<file path="config.mk">
export PLATFORM = sky130hd
export DESIGN_NAME = ram_port_arbiter
export DESIGN_NICKNAME = d
export VERILOG_FILES = /design/src/rtl/ram_arb_pkg.sv /design/src/rtl/ram_arb_rr2.sv /design/src/rtl/ram_port_arbiter.sv
export SDC_FILE = /design/constraint.sdc
export NUM_CORES = 1
export LEC_CHECK = 0
export BUFFER_PORTS_ARGS = -buffer_cell sky130_fd_sc_hd__buf_2
export CORE_MARGIN = 3
export CORE_UTILIZATION = 47
export DETAILED_ROUTE_END_ITERATION = 8
export PLACE_DENSITY = 0.89
export SYNTH_ARGS = -nofsm -noshare
export SYNTH_HDL_FRONTEND = slang
export SYNTH_SLANG_ARGS = --single-unit
export TNS_END_PERCENT = 50
</file>
<file path="constraint.sdc">
create_clock -name clk -period 1.8 [get_ports clk]
set_clock_uncertainty 0.15 [all_clocks]
set_input_delay 0.27 -clock clk [delete_from_list [all_inputs] [get_ports clk]]
set_output_delay 0.27 -clock clk [all_outputs]
set_load 0.03 [all_outputs]
</file>
<file path="src/rtl/ram_arb_pkg.sv">
// ----------------------------------------------------------------------------
// ram_arb_pkg
// Shared types and default widths for the two-requester RAM port arbiter.
//   state_e  : controller sequence IDLE -> ISSUE -> (WAIT -> RESP) -> IDLE
//   owner_e  : which requester owns the access currently in flight
// ----------------------------------------------------------------------------
package ram_arb_pkg;

   localparam int DEF_DATA_WIDTH = 32;
   localparam int DEF_ADDR_WIDTH = 10;
   localparam int DEF_RD_LAT     = 1;

   typedef enum logic [1:0] {
      IDLE  = 2'd0,
      ISSUE = 2'd1,
      WAIT  = 2'd2,
      RESP  = 2'd3
   } state_e;

   typedef enum logic {
      OWN_M0 = 1'b0,
      OWN_M1 = 1'b1
   } owner_e;

   // A one-hot grant always names exactly one owner; bit 1 set means m1.
   function automatic owner_e onehot_to_owner(input logic [1:0] grant_onehot);
      return grant_onehot[1] ? OWN_M1 : OWN_M0;
   endfunction

endpackage

</file>
<file path="src/rtl/ram_arb_rr2.sv">
// ----------------------------------------------------------------------------
// ram_arb_rr2
// Two-way grant logic for the RAM port arbiter.
// Build option: RAM_ARB_FIXED_PRIO_EN defined -> m0 always wins a tie and no
// pointer register exists; undefined (default) -> round-robin between m0/m1.
// Ports:
//   clk           in   clock
//   rst           in   synchronous reset, active-high (pointer -> m0 first)
//   req[1:0]      in   request vector, bit0 = m0, bit1 = m1
//   gnt_en        in   grants may be issued this cycle (controller idle)
//   grant_onehot  out  one-hot grant, zero when nothing is granted
// ----------------------------------------------------------------------------
module ram_arb_rr2 (
   input  logic       clk,
   input  logic       rst,
   input  logic [1:0] req,
   input  logic       gnt_en,
   output logic [1:0] grant_onehot
);

`ifdef RAM_ARB_FIXED_PRIO_EN

   always_comb begin
      grant_onehot = 2'b00;
      if (gnt_en) begin
         if (req[0]) begin
            grant_onehot = 2'b01;
         end else if (req[1]) begin
            grant_onehot = 2'b10;
         end
      end
   end

`else

   // prefer_m1 marks the requester NOT served last; it only moves on a grant.
   logic prefer_m1;

   always_comb begin
      grant_onehot = 2'b00;
      if (gnt_en) begin
         unique case (req)
            2'b01:   grant_onehot = 2'b01;
            2'b10:   grant_onehot = 2'b10;
            2'b11:   grant_onehot = prefer_m1 ? 2'b10 : 2'b01;
            default: grant_onehot = 2'b00;
         endcase
      end
   end

   always_ff @(posedge clk) begin
      if (rst) begin
         prefer_m1 <= 1'b0;
      end else if (|grant_onehot) begin
         prefer_m1 <= grant_onehot[0];
      end
   end

`endif

endmodule

</file>
<file path="src/rtl/ram_port_arbiter.sv">
// ----------------------------------------------------------------------------
// ram_port_arbiter
// Shares one single-port RAM between two requesters. Each grant produces
// exactly one RAM access; reads return data with a one-cycle rvalid pulse.
// Build option: RAM_ARB_FIXED_PRIO_EN (see ram_arb_rr2) selects fixed m0
// priority instead of round-robin.
// Ports:
//   clk, rst                      clock, synchronous active-high reset
//   mX_req/wr_rdn/addr/wdata      requester X access request (held to gnt)
//   mX_gnt                        1-cycle accept; fields sampled that cycle
//   mX_rvalid/rdata               read completion pulse and held read data
//   ram_en/wr_rdn/addr/wdata      RAM command port
//   ram_data_rd                   RAM read data, valid RD_LAT cycles after en
//
// state | meaning
// IDLE  | no access in flight; grant a waiting requester and latch its fields
// ISSUE | drive ram_en for one cycle with the latched command
// WAIT  | read in flight; down-counter runs out the RAM read latency
// RESP  | pulse the owner's rvalid, then back to IDLE
// ----------------------------------------------------------------------------
import ram_arb_pkg::*;

module ram_port_arbiter #(
   parameter int DATA_WIDTH = DEF_DATA_WIDTH,
   parameter int ADDR_WIDTH = DEF_ADDR_WIDTH,
   parameter int RD_LAT     = DEF_RD_LAT
) (
   input  logic                  clk,
   input  logic                  rst,

   input  logic                  m0_req,
   input  logic                  m0_wr_rdn,
   input  logic [ADDR_WIDTH-1:0] m0_addr,
   input  logic [DATA_WIDTH-1:0] m0_wdata,
   output logic                  m0_gnt,
   output logic                  m0_rvalid,
   output logic [DATA_WIDTH-1:0] m0_rdata,

   input  logic                  m1_req,
   input  logic                  m1_wr_rdn,
   input  logic [ADDR_WIDTH-1:0] m1_addr,
   input  logic [DATA_WIDTH-1:0] m1_wdata,
   output logic                  m1_gnt,
   output logic                  m1_rvalid,
   output logic [DATA_WIDTH-1:0] m1_rdata,

   output logic                  ram_en,
   output logic                  ram_wr_rdn,
   output logic [ADDR_WIDTH-1:0] ram_addr,
   output logic [DATA_WIDTH-1:0] ram_wdata,
   input  logic [DATA_WIDTH-1:0] ram_data_rd
);

   localparam int CNT_W = (RD_LAT > 1) ? $clog2(RD_LAT) : 1;
   localparam logic [CNT_W-1:0] CNT_LOAD = CNT_W'(RD_LAT - 1);

   state_e                  state_q;
   state_e                  state_d;
   owner_e                  owner_q;
   logic                    lat_wr_rdn_q;
   logic [ADDR_WIDTH-1:0]   lat_addr_q;
   logic [DATA_WIDTH-1:0]   lat_wdata_q;
   logic [CNT_W-1:0]        wait_cnt_q;
   logic                    wait_done;
   logic [1:0]              req_vec;
   logic [1:0]              grant_oh;
   logic                    gnt_en;

   assign req_vec   = {m1_req, m0_req};
   // Holding off grants during rst keeps reset free of side effects even
   // though the grant path is combinational.
   assign gnt_en    = (state_q == IDLE) && !rst;
   assign wait_done = (state_q == WAIT) && (wait_cnt_q == '0);

   ram_arb_rr2 u_rr2 (
      .clk          (clk),
      .rst          (rst),
      .req          (req_vec),
      .gnt_en       (gnt_en),
      .grant_onehot (grant_oh)
   );

   assign m0_gnt = grant_oh[0];
   assign m1_gnt = grant_oh[1];

   // The command bus is driven straight from the latch registers; only
   // ram_en qualifies it.
   assign ram_addr  = lat_addr_q;
   assign ram_wdata = lat_wdata_q;

   always_ff @(posedge clk) begin
      if (rst) begin
         state_q <= IDLE;
      end else begin
         state_q <= state_d;
      end
   end

   // rst gates the strobes so ram_en and rvalid drop in the same cycle rst
   // is raised, not one edge later.
   always_comb begin
      state_d    = state_q;
      ram_en     = 1'b0;
      ram_wr_rdn = 1'b0;
      m0_rvalid  = 1'b0;
      m1_rvalid  = 1'b0;
      unique case (state_q)
         IDLE: begin
            if (|grant_oh) begin
               state_d = ISSUE;
            end
         end
         ISSUE: begin
            ram_en     = !rst;
            ram_wr_rdn = !rst && lat_wr_rdn_q;
            state_d    = lat_wr_rdn_q ? IDLE : WAIT;
         end
         WAIT: begin
            if (wait_cnt_q == '0) begin
               state_d = RESP;
            end
         end
         RESP: begin
            m0_rvalid = !rst && (owner_q == OWN_M0);
            m1_rvalid = !rst && (owner_q == OWN_M1);
            state_d   = IDLE;
         end
         default: begin
            state_d = IDLE;
         end
      endcase
   end

   always_ff @(posedge clk) begin
      if (rst) begin
         owner_q      <= OWN_M0;
         lat_wr_rdn_q <= 1'b0;
         lat_addr_q   <= '0;
         lat_wdata_q  <= '0;
      end else if (|grant_oh) begin
         owner_q      <= onehot_to_owner(grant_oh);
         lat_wr_rdn_q <= grant_oh[1] ? m1_wr_rdn : m0_wr_rdn;
         lat_addr_q   <= grant_oh[1] ? m1_addr   : m0_addr;
         lat_wdata_q  <= grant_oh[1] ? m1_wdata  : m0_wdata;
      end
   end

   // Loaded with RD_LAT-1 while issuing so that WAIT lasts exactly RD_LAT
   // cycles; terminal count is zero.
   always_ff @(posedge clk) begin
      if (rst) begin
         wait_cnt_q <= '0;
      end else if (state_q == ISSUE) begin
         wait_cnt_q <= CNT_LOAD;
      end else if ((state_q == WAIT) && (wait_cnt_q != '0)) begin
         wait_cnt_q <= wait_cnt_q - 1'b1;
      end
   end

   always_ff @(posedge clk) begin
      if (rst) begin
         m0_rdata <= '0;
         m1_rdata <= '0;
      end else if (wait_done) begin
         if (owner_q == OWN_M0) begin
            m0_rdata <= ram_data_rd;
         end else begin
            m1_rdata <= ram_data_rd;
         end
      end
   end

endmodule

</file>
==> summary.log, run 1 <==
[worst_setup_path] category of the worst setup path launch point register
[job] max_cap viols 0
[timing] Relative slew margins 53.8%
[logic_synthesis] post-synthesis async set-or-reset flop share 0%
[worst_setup_path] critical setup path kind reg2out
[worst_hold_path] number of cells traversed by the worst hold path 3
[route] number of remaining DRC errors 0
[cells_and_area] layout-stage area growth over the synthesis result 37.4%
[cells_and_area] non-filler instance count after layout 950
[timing] min cycle time layout 1810 ps
[floorplanning] Rows 37
[worst_setup_path] reg-to-reg setup timing slack 50 ps
[cells_and_area] Final nets 931
[clock_network] Sink Count 112
[route] first-pass iteration count of the detailed router 5
[power_and_ir_drop] worst supply voltage drop on vdd 0.441 mV
[timing] Max Clk Rate 0.551 GHz
[logic_synthesis] cell area after synthesis 5010 µm²
[worst_hold_path] hold path endpoint m1_rdata[8]$_SDFFE_PP0P_
[timing] Fin. Hold Viols 0
[logic_synthesis] post-synthesis instance total 583
[cells_and_area] area of all placed cells without fillers 6880 µm²
[clock_network] CTS buffer count 9
[logic_synthesis] Synth Area per Inst 8.60 µm²
[worst_setup_path] arrival time of data at the critical path endpoint 1390 ps
[worst_setup_path] endpoint of the worst register-to-register path ram_addr[8]$_SDFFE_PP0P_
[power_and_ir_drop] Power Density 870 nW/µm²
[clock_network] CTS tree yes
[place] final weighted congestion in routability-driven placement 0.799
[route] Vias/cell 5.60
[global_route] sum of overflow across all layers after global routing 0
[place] post-detailed-placement cell area 6340 µm²
[cells_and_area] share of post-route cells with drive strength above 1 43.4%
[route] ANT nets after route 0
[floorplanning] die height 109 µm
[floorplanning] die boundary width 109 µm
[power_and_ir_drop] post-layout total power 5990 µW
[place] port bufs 233
[timing] Least-Margin Pin Slew 694 ps
[logic_synthesis] number of enable flip-flop cells after synthesis 0
[route] sum of routed wire length over all layers 15500 µm
[timing] Pins Over Slew Limit 0
[clock_network] H-tree levels 3
[floorplanning] number of top-level pins 234
[place] worst slack, placed -10.2 ps
[outcome] violations in the final reports setup timing
[worst_setup_path] nature of the critical path endpoint output pin
[worst_setup_path] Register-to-Register Path Depth 4
[global_route] largest net degree at the start of global routing 59
[timing] final setup violation count 1
[timing] final period utilization 101%
[logic_synthesis] net count after synthesis 705
[timing] RSZ-0062 raised after global routing true
[logic_synthesis] number of synthesized register bits 112
[worst_setup_path] maximum fanout encountered on the critical timing path 4
[cells_and_area] antenna diode count 0
[timing] minimum hold slack 16.4 ps
[logic_synthesis] total of warnings raised by yosys 0
[logic_synthesis] number of library cell types mapped by synthesis 35
[place] number of cells in the design after placement 907
[logic_synthesis] fraction of the yosys area taken by sequential cells 44.7%
[timing] final worst-path setup slack -14.3 ps
[cells_and_area] # fillers 829
[clock_network] clock slew at reported path FFs 110 ps
[place] Post-DP HPWL 10400 µm
[worst_setup_path] Worst Path Required 1380 ps
[worst_hold_path] path type of the worst min-delay path in2reg
[clock_network] later-pin clock latency in the skew report 350 ps
[clock_network] Longest Clk Path Bufs 2
[floorplanning] Die ar. 11900 µm²
[floorplanning] Core Box Area 10300 µm²
[clock_network] cell chosen for the clock root sky130_fd_sc_hd__clkbuf_8
[global_route] number of antenna violations at the first check in global routing 0
[logic_synthesis] commonest register cell after synthesis sky130_fd_sc_hd__dfxtp_1
[route] First DRT Iteration DRCs 413
[floorplanning] Initial Util 48.5%
[worst_hold_path] source of the worst hold timing path ram_data_rd[8]
[power_and_ir_drop] Leakage Power 0.00284 µW
[outcome] run status finished, violations left
[route] wire length per cell after detailed routing 16.3 µm
[global_route] wire length of the first global-routing pass 24500 µm
[global_route] number of global-route vias before repair 5044
[route] vias after detailed routing 5321
[global_route] Total GRT Usage 25.5%
[kinds of logic after synthesis]
logic type / count (synthesis) / share of synthesized area [%]
AOI/OAI and AO/OA: 197 / 27.4
xor gates and xnor gates: 1 / 0.175
buffers and inverters: 77 / 7.72
DFF: 112 / 44.7
and+or+nand+nor: 196 / 20.0
[registers in the layout, summed over array words and instances, names as in the netlist, named ones only]
register and flops:
lat_wr_rdn_q 1, state_q 1, ram_wdata 32, m0_rdata 32
owner_q 1, m1_rdata 32, u_rr2.prefer_m1 1, ram_addr 10
wait_cnt_q 1
[layout by cell type (no fill, tap or decap), types with 21 or more instances in the layout]
| master | instances |
|---|---|
| sky130_fd_sc_hd__a21oi_1 | 79 |
| sky130_fd_sc_hd__a21oi_2 | 30 |
| sky130_fd_sc_hd__a311oi_1 | 41 |
| sky130_fd_sc_hd__buf_2 | 227 |
| sky130_fd_sc_hd__buf_4 | 21 |
| sky130_fd_sc_hd__dfxtp_1 | 110 |
| sky130_fd_sc_hd__dlygate4sd3_1 | 23 |
| sky130_fd_sc_hd__nand2_1 | 101 |
| sky130_fd_sc_hd__nand2_2 | 29 |
| sky130_fd_sc_hd__nand4_1 | 43 |
| sky130_fd_sc_hd__o31ai_1 | 43 |
[cell usage after synthesis (2+ instances only)]
master | number | share of area, %
sky130_fd_sc_hd__dfxtp_1 | 112 | 45
sky130_fd_sc_hd__nand2_1 | 101 | 7.6
sky130_fd_sc_hd__a21oi_1 | 79 | 7.9
sky130_fd_sc_hd__a311oi_1 | 43 | 7.5
sky130_fd_sc_hd__nand4_1 | 43 | 5.4
sky130_fd_sc_hd__o31ai_1 | 43 | 6.4
sky130_fd_sc_hd__clkbuf_1 | 39 | 2.9
sky130_fd_sc_hd__a21oi_2 | 30 | 5.2
sky130_fd_sc_hd__nand2_2 | 29 | 3.6
sky130_fd_sc_hd__buf_2 | 26 | 2.6
sky130_fd_sc_hd__and3_1 | 3 | 0.37
sky130_fd_sc_hd__buf_4 | 3 | 0.45
sky130_fd_sc_hd__inv_1 | 3 | 0.22
sky130_fd_sc_hd__nor2b_1 | 3 | 0.37
sky130_fd_sc_hd__and2_1 | 2 | 0.25
sky130_fd_sc_hd__buf_6 | 2 | 0.45
sky130_fd_sc_hd__buf_8 | 2 | 0.60
sky130_fd_sc_hd__nor2_1 | 2 | 0.15
sky130_fd_sc_hd__nor3_1 | 2 | 0.20
[metal layers]
metal,global-route usage [%],vias to the layer above,wire (µm)
met5,0,-,0
met4,7.39,0,321
met3,6.81,26,1230
met2,43.4,236,7850
met1,31.6,2482,6070
li1,-,2577,-
[worst max-delay path: stages, from the launching register on]
cell	delay (ps)
sky130_fd_sc_hd__dfxtp_2	360
sky130_fd_sc_hd__buf_6	120
sky130_fd_sc_hd__nor3_4	190
sky130_fd_sc_hd__and3_4	240
sky130_fd_sc_hd__buf_6	130
[stage by stage]
step	utilization (%)	setup TNS, ps
final	66.7	-14.3
after global routing	66.7	-508
after CTS	66.1	-53.5
after detailed placement	61.4	-10.2
after global placement	61.4	0
after floorplan	-	0
[cell type report]
cell class	instances	area, µm²	share of cell area [%]
well taps	136	170	2.47
inverters	4	15.0	0.218
clock buffers	10	128	1.85
repair buffers	288	1810	26.3
clock inverters	6	75.1	1.09
flip-flops and latches	112	2240	32.6
multi-input cells	394	2440	35.5
[power breakdown]
group	switching (µW)	leakage (µW)	internal, µW
Clock	881	0.0000994	669
Sequential	104	0.000914	2650
Combinational	1050	0.00183	625
[how the worst max path moves through the flow]
| stage | start | to | slack, ps | cells past startpoint |
|---|---|---|---|---|
| 2_1_floorplan | state_q[0]$_SDFFE_PP0P_ | ram_wr_rdn | 20 | 4 |
| 3_3_place_gp | state_q[0]$_SDFFE_PP0P_ | ram_wdata[9]$_SDFFE_PP0P_ | 60 | 5 |
| 3_5_place_dp | state_q[0]$_SDFFE_PP0P_ | ram_wdata[10]$_SDFFE_PP0P_ | -10 | 5 |
| 4_1_cts | state_q[0]$_SDFFE_PP0P_ | ram_wr_rdn | -30 | 5 |
| 5_1_grt | state_q[0]$_SDFFE_PP0P_ | ram_wr_rdn | -90 | 5 |
| 6_report | state_q[0]$_SDFFE_PP0P_ | m0_gnt | -10 | 4 |
[repair_timing]
| item | 4_1_cts | 5_1_grt |
|---|---|---|
| buffers inserted | 3 | 0 |
| endpoints found under the hold margin | 31 | 2 |
| pin swaps | 4 | 3 |
| gates resized for setup | 15 | 4 |
| hold buffers | 21 | 2 |
| cloned | 0 | 1 |
| endpoints found under the setup margin | 8 | 35 |
(Power assumes the default switching activity.)
==> inputs of run 2 (changes only) <==
Settings changed: CORE_UTILIZATION 47 to 46, PLACE_DENSITY 0.89 to 0.88, SYNTH_HIERARCHICAL set to 1.
==> summary.log, run 2 <==
[outcome] run status finished, violations left [unchanged]
[outcome] violations in the final reports setup timing [unchanged]
[timing] RSZ-0062 raised after global routing true [unchanged]
[route] sum of routed wire length over all layers 13400 µm [was 15500 µm]
[worst_setup_path] critical setup path kind reg2out [unchanged]
[global_route] wire length of the first global-routing pass 19100 µm [was 24500 µm]
[global_route] largest net degree at the start of global routing 94 [was 59]
[global_route] number of global-route vias before repair 4044 [was 5044]
[place] final weighted congestion in routability-driven placement 0.737 [was 0.799]
[power_and_ir_drop] post-layout total power 5900 µW [was 5990 µW]
[timing] minimum hold slack 40.1 ps [was 16.4 ps]
[route] Vias/cell 5.03 [was 5.60]
[worst_setup_path] Worst Path Required 1380 ps [about the same]
[power_and_ir_drop] share of power burned in the clock network 28.6% [was 25.9%]
[logic_synthesis] post-synthesis async set-or-reset flop share 0% [unchanged]
[place] post-detailed-placement cell area 6240 µm² [was 6340 µm²]
[cells_and_area] fraction of the core area covered by cells at the end of the flow 66.3% [was 66.7%]
[logic_synthesis] net count after synthesis 586 [was 705]
[global_route] Total GRT Usage 20.2% [was 25.5%]
[route] First DRT Iteration DRCs 224 [was 413]
[global_route] met3 Resource Use GR 4.91% [was 6.81%]
[floorplanning] Initial Util 47.4% [was 48.5%]
[clock_network] cell chosen for the clock root sky130_fd_sc_hd__clkbuf_8 [unchanged]
[clock_network] H-tree levels 3 [unchanged]
[clock_network] CTS buffer count 9 [unchanged]
[timing] Least-Margin Pin Slew 603 ps [was 694 ps]
[floorplanning] Die ar. 11900 µm² [about the same]
[timing] final worst-path setup slack -41.7 ps [was -14.3 ps]
[cells_and_area] most used cells in the layout excluding fill and tap cells sky130_fd_sc_hd__buf_2, sky130_fd_sc_hd__dfxtp_1, sky130_fd_sc_hd__mux2i_1, sky130_fd_sc_hd__nand2b_1, sky130_fd_sc_hd__nor2b_1 [was sky130_fd_sc_hd__buf_2, sky130_fd_sc_hd__dfxtp_1, sky130_fd_sc_hd__nand2_1, sky130_fd_sc_hd__a21oi_1]
[logic_synthesis] top cells by instance count after synthesis sky130_fd_sc_hd__dfxtp_1, sky130_fd_sc_hd__mux2i_1, sky130_fd_sc_hd__nand2b_1, sky130_fd_sc_hd__a211oi_1, sky130_fd_sc_hd__nor2b_1 [was sky130_fd_sc_hd__dfxtp_1, sky130_fd_sc_hd__nand2_1, sky130_fd_sc_hd__a21oi_1]
[logic_synthesis] total of warnings raised by yosys 6 [was 0]
[timing] Max Clk Rate 0.543 GHz [was 0.551 GHz]
[logic_synthesis] number of synthesized register bits 112 [unchanged]
[power_and_ir_drop] switching power as a share of total power 30.2% [was 34.1%]
[route] number of remaining DRC errors 0 [unchanged]
[floorplanning] die boundary width 109 µm [about the same]
[logic_synthesis] largest area contributor in the synthesized netlist sky130_fd_sc_hd__dfxtp_1 [unchanged]
[cells_and_area] Final nets 813 [was 931]
[clock_network] clock slew at reported path FFs 110 ps [about the same]
[timing] Pins Over Slew Limit 0 [unchanged]
[cells_and_area] layout-stage area growth over the synthesis result 39.8% [was 37.4%]
[clock_network] total of hold buffers inserted after clock tree synthesis 0 [was 21]
[floorplanning] die height 109 µm [about the same]
[logic_synthesis] Synth Area per Inst 10.5 µm² [was 8.60 µm²]
[logic_synthesis] top cells by area, synth sky130_fd_sc_hd__dfxtp_1, sky130_fd_sc_hd__mux2i_1, sky130_fd_sc_hd__nand2b_1, sky130_fd_sc_hd__a211oi_1, sky130_fd_sc_hd__nor2b_1 [was sky130_fd_sc_hd__dfxtp_1, sky130_fd_sc_hd__a21oi_1, sky130_fd_sc_hd__nand2_1, sky130_fd_sc_hd__a311oi_1, sky130_fd_sc_hd__o31ai_1]
[place] port bufs 233 [unchanged]
[logic_synthesis] most common cell in the synthesized netlist sky130_fd_sc_hd__dfxtp_1 [unchanged]
[global_route] sum of overflow across all layers after global routing 0 [unchanged]
[logic_synthesis] cell area after synthesis 4890 µm² [was 5010 µm²]
[cells_and_area] area of all placed cells without fillers 6840 µm² [was 6880 µm²]
[logic_synthesis] number of library cell types mapped by synthesis 27 [was 35]
[logic_synthesis] post-synthesis instance total 464 [was 583]
[logic_synthesis] number of enable flip-flop cells after synthesis 0 [unchanged]
[logic_synthesis] fraction of the yosys area taken by sequential cells 45.8% [was 44.7%]
[clock_network] later-pin clock latency in the skew report 360 ps [was 350 ps]
[worst_setup_path] launching element of the worst setup path state_q[0]$_SDFFE_PP0P_ [unchanged]
[floorplanning] number of top-level pins 234 [unchanged]
[clock_network] Longest Clk Path Bufs 2 [unchanged]
[cells_and_area] share of post-route cells with drive strength above 1 46.4% [was 43.4%]
[global_route] gr busiest metal met2 [unchanged]
[cells_and_area] antenna diode count 0 [unchanged]
[timing] Relative slew margins 59.8% [was 53.8%]
[global_route] met1 GRT Util 23.3% [was 31.6%]
[power_and_ir_drop] Leakage Power 0.00318 µW [was 0.00284 µW]
[route] vias after detailed routing 4187 [was 5321]
[worst_setup_path] Reg2Reg Launch Point state_q[0]$_SDFFE_PP0P_
[global_route] global routing usage on met2 36.1% [was 43.4%]
[clock_network] Sink Count 112 [unchanged]
[global_route] number of antenna violations at the first check in global routing 0 [unchanged]
[floorplanning] Rows 37 [unchanged]
[timing] Fin. Hold Viols 0 [unchanged]
[logic_synthesis] area share of the largest cell type after synthesis 45.8% [was 44.7%]
[cells_and_area] most common library cell in the layout ignoring fill and taps sky130_fd_sc_hd__buf_2 [unchanged]
[place] Post-DP HPWL 9410 µm [was 10400 µm]
[route] ANT nets after route 0 [unchanged]
[worst_setup_path] nature of the critical path endpoint output pin [unchanged]
[timing] min cycle time layout 1840 ps [was 1810 ps]
[floorplanning] Core Box Area 10300 µm² [unchanged]
[power_and_ir_drop] share of total power in sequential cells 46.7% [was 46.1%]
[route] first-pass iteration count of the detailed router 4 [was 5]
[power_and_ir_drop] Sw Pwr 1780 µW [was 2040 µW]
[power_and_ir_drop] internal power summed over all cells 4110 µW [was 3950 µW]
[worst_setup_path] category of the worst setup path launch point register [unchanged]
[worst_hold_path] path type of the worst min-delay path in2reg [unchanged]
[job] max_cap viols 0 [unchanged]
[worst_setup_path] arrival time of data at the critical path endpoint 1420 ps [was 1390 ps]
[timing] final period utilization 102% [was 101%]
[power_and_ir_drop] share of power burned in combinational logic 24.7% [was 28.1%]
[worst_setup_path] maximum fanout encountered on the critical timing path 3 [was 4]
[cells_and_area] # fillers 787 [was 829]
[clock_network] CTS tree yes [unchanged]
[timing] final setup violation count 7 [was 1]
[power_and_ir_drop] worst supply voltage drop on vdd 0.457 mV [was 0.441 mV]
[route] wire length per cell after detailed routing 16.1 µm [was 16.3 µm]
[power_and_ir_drop] Power Density 862 nW/µm² [was 870 nW/µm²]
[worst_hold_path] source of the worst hold timing path m1_wdata[27] [was ram_data_rd[8]]
[logic_synthesis] commonest register cell after synthesis sky130_fd_sc_hd__dfxtp_1 [unchanged]
==> run 2: changes by cell type in the layout (fill, tap and decap cells not counted), moves of 18 or more <==
| cell | before | now |
|---|---|---|
| sky130_fd_sc_hd__a211oi_2 | 0 | 18 |
| sky130_fd_sc_hd__a211oi_1 | 0 | 25 |
| sky130_fd_sc_hd__o31ai_1 | 43 | 0 |
| sky130_fd_sc_hd__nand2_2 | 29 | 2 |
| sky130_fd_sc_hd__a311oi_1 | 41 | 1 |
| sky130_fd_sc_hd__dlygate4sd3_1 | 23 | 0 |
| sky130_fd_sc_hd__nand2b_1 | 0 | 97 |
| sky130_fd_sc_hd__nand2_1 | 101 | 0 |
| sky130_fd_sc_hd__a21oi_2 | 30 | 0 |
| sky130_fd_sc_hd__nor2b_1 | 2 | 29 |
| sky130_fd_sc_hd__a21oi_1 | 79 | 3 |
| sky130_fd_sc_hd__nand4_1 | 43 | 0 |
| sky130_fd_sc_hd__mux2i_1 | 0 | 103 |
==> run 2: final timing paths <==
| path | to | slack [ps] | cells past startpoint |
|---|---|---|---|
| worst max-delay path | m1_gnt | -40 | 5 |
| worst min-delay path | ram_wdata[27]$_SDFFE_PP0P_ | 40 | 3 |
| worst max register to register | ram_wdata[11]$_SDFFE_PP0P_ | -30 | 8 |
| worst min register to register | m0_rdata[30]$_SDFFE_PP0P_ | 330 | 2 |
==> run 2: layout make-up <==
class	count	area (µm²)	area share (%)
Clock buffer	10	138	2.01
Inverter	2	8.76	0.128
Tap cell	136	170	2.49
Clock inverter	6	90.1	1.32
Sequential cell	112	2250	32.8
Multi-Input combinational cell	311	2680	39.2
Timing Repair Buffer	255	1510	22.0
==> run 2: what timing repair did <==
action | in CTS | in global routing
pin swaps | 1 | 0
gates cloned | 0 | 3
gates resized for setup | 17 | 50
setup buffers | 1 | 4
setup endpoints to repair | 7 | 45
endpoints found under the hold margin | 0 | 0
==> run 2: power by group through the flow <==
stage | sequential, µW | combinational (µW) | clock [µW]
after CTS | 2750 | 1330 | 1720
final | 2750 | 1460 | 1680
after floorplan | 3100 | 601 | 0
after global placement | 2790 | 1270 | 0
after global routing | 2770 | 1550 | 1820
after detailed placement | 2800 | 1310 | 0
==> run 2: kinds of logic after synthesis <==
| family | synth area share (%) |
|---|---|
| buf+inv | 4.50 |
| compound gates | 7.47 |
| simple gates | 20.1 |
| xor+xnor | 0.179 |
| mux | 21.9 |
| flops | 45.8 |
==> run 2: per-layer routing <==
layer	vias up	routed length (µm)	part of all wire, %
li1	2037	-	-
met1	1956	5300	40
met2	171	6790	51
met3	23	1060	7.9
met4	0	252	1.9
met5	-	0	0
==> run 2: per-stage QoR <==
step,setup WS [ps],TNS [ps],cells
final,-41.7,-159,832
after global routing,-115,-2670,832
after CTS,-56.2,-106,825
after detailed placement,-76.5,-121,808
after global placement,65.5,0,808
after floorplan,-312,-13450,464
==> run 2: critical path, cell delays in order (launching register included) <==
cell and delay [ps]:
sky130_fd_sc_hd__dfxtp_2 360, sky130_fd_sc_hd__nor3_4 180, sky130_fd_sc_hd__buf_4 160, sky130_fd_sc_hd__nand2_2 70
sky130_fd_sc_hd__a21oi_4 140, sky130_fd_sc_hd__buf_6 160
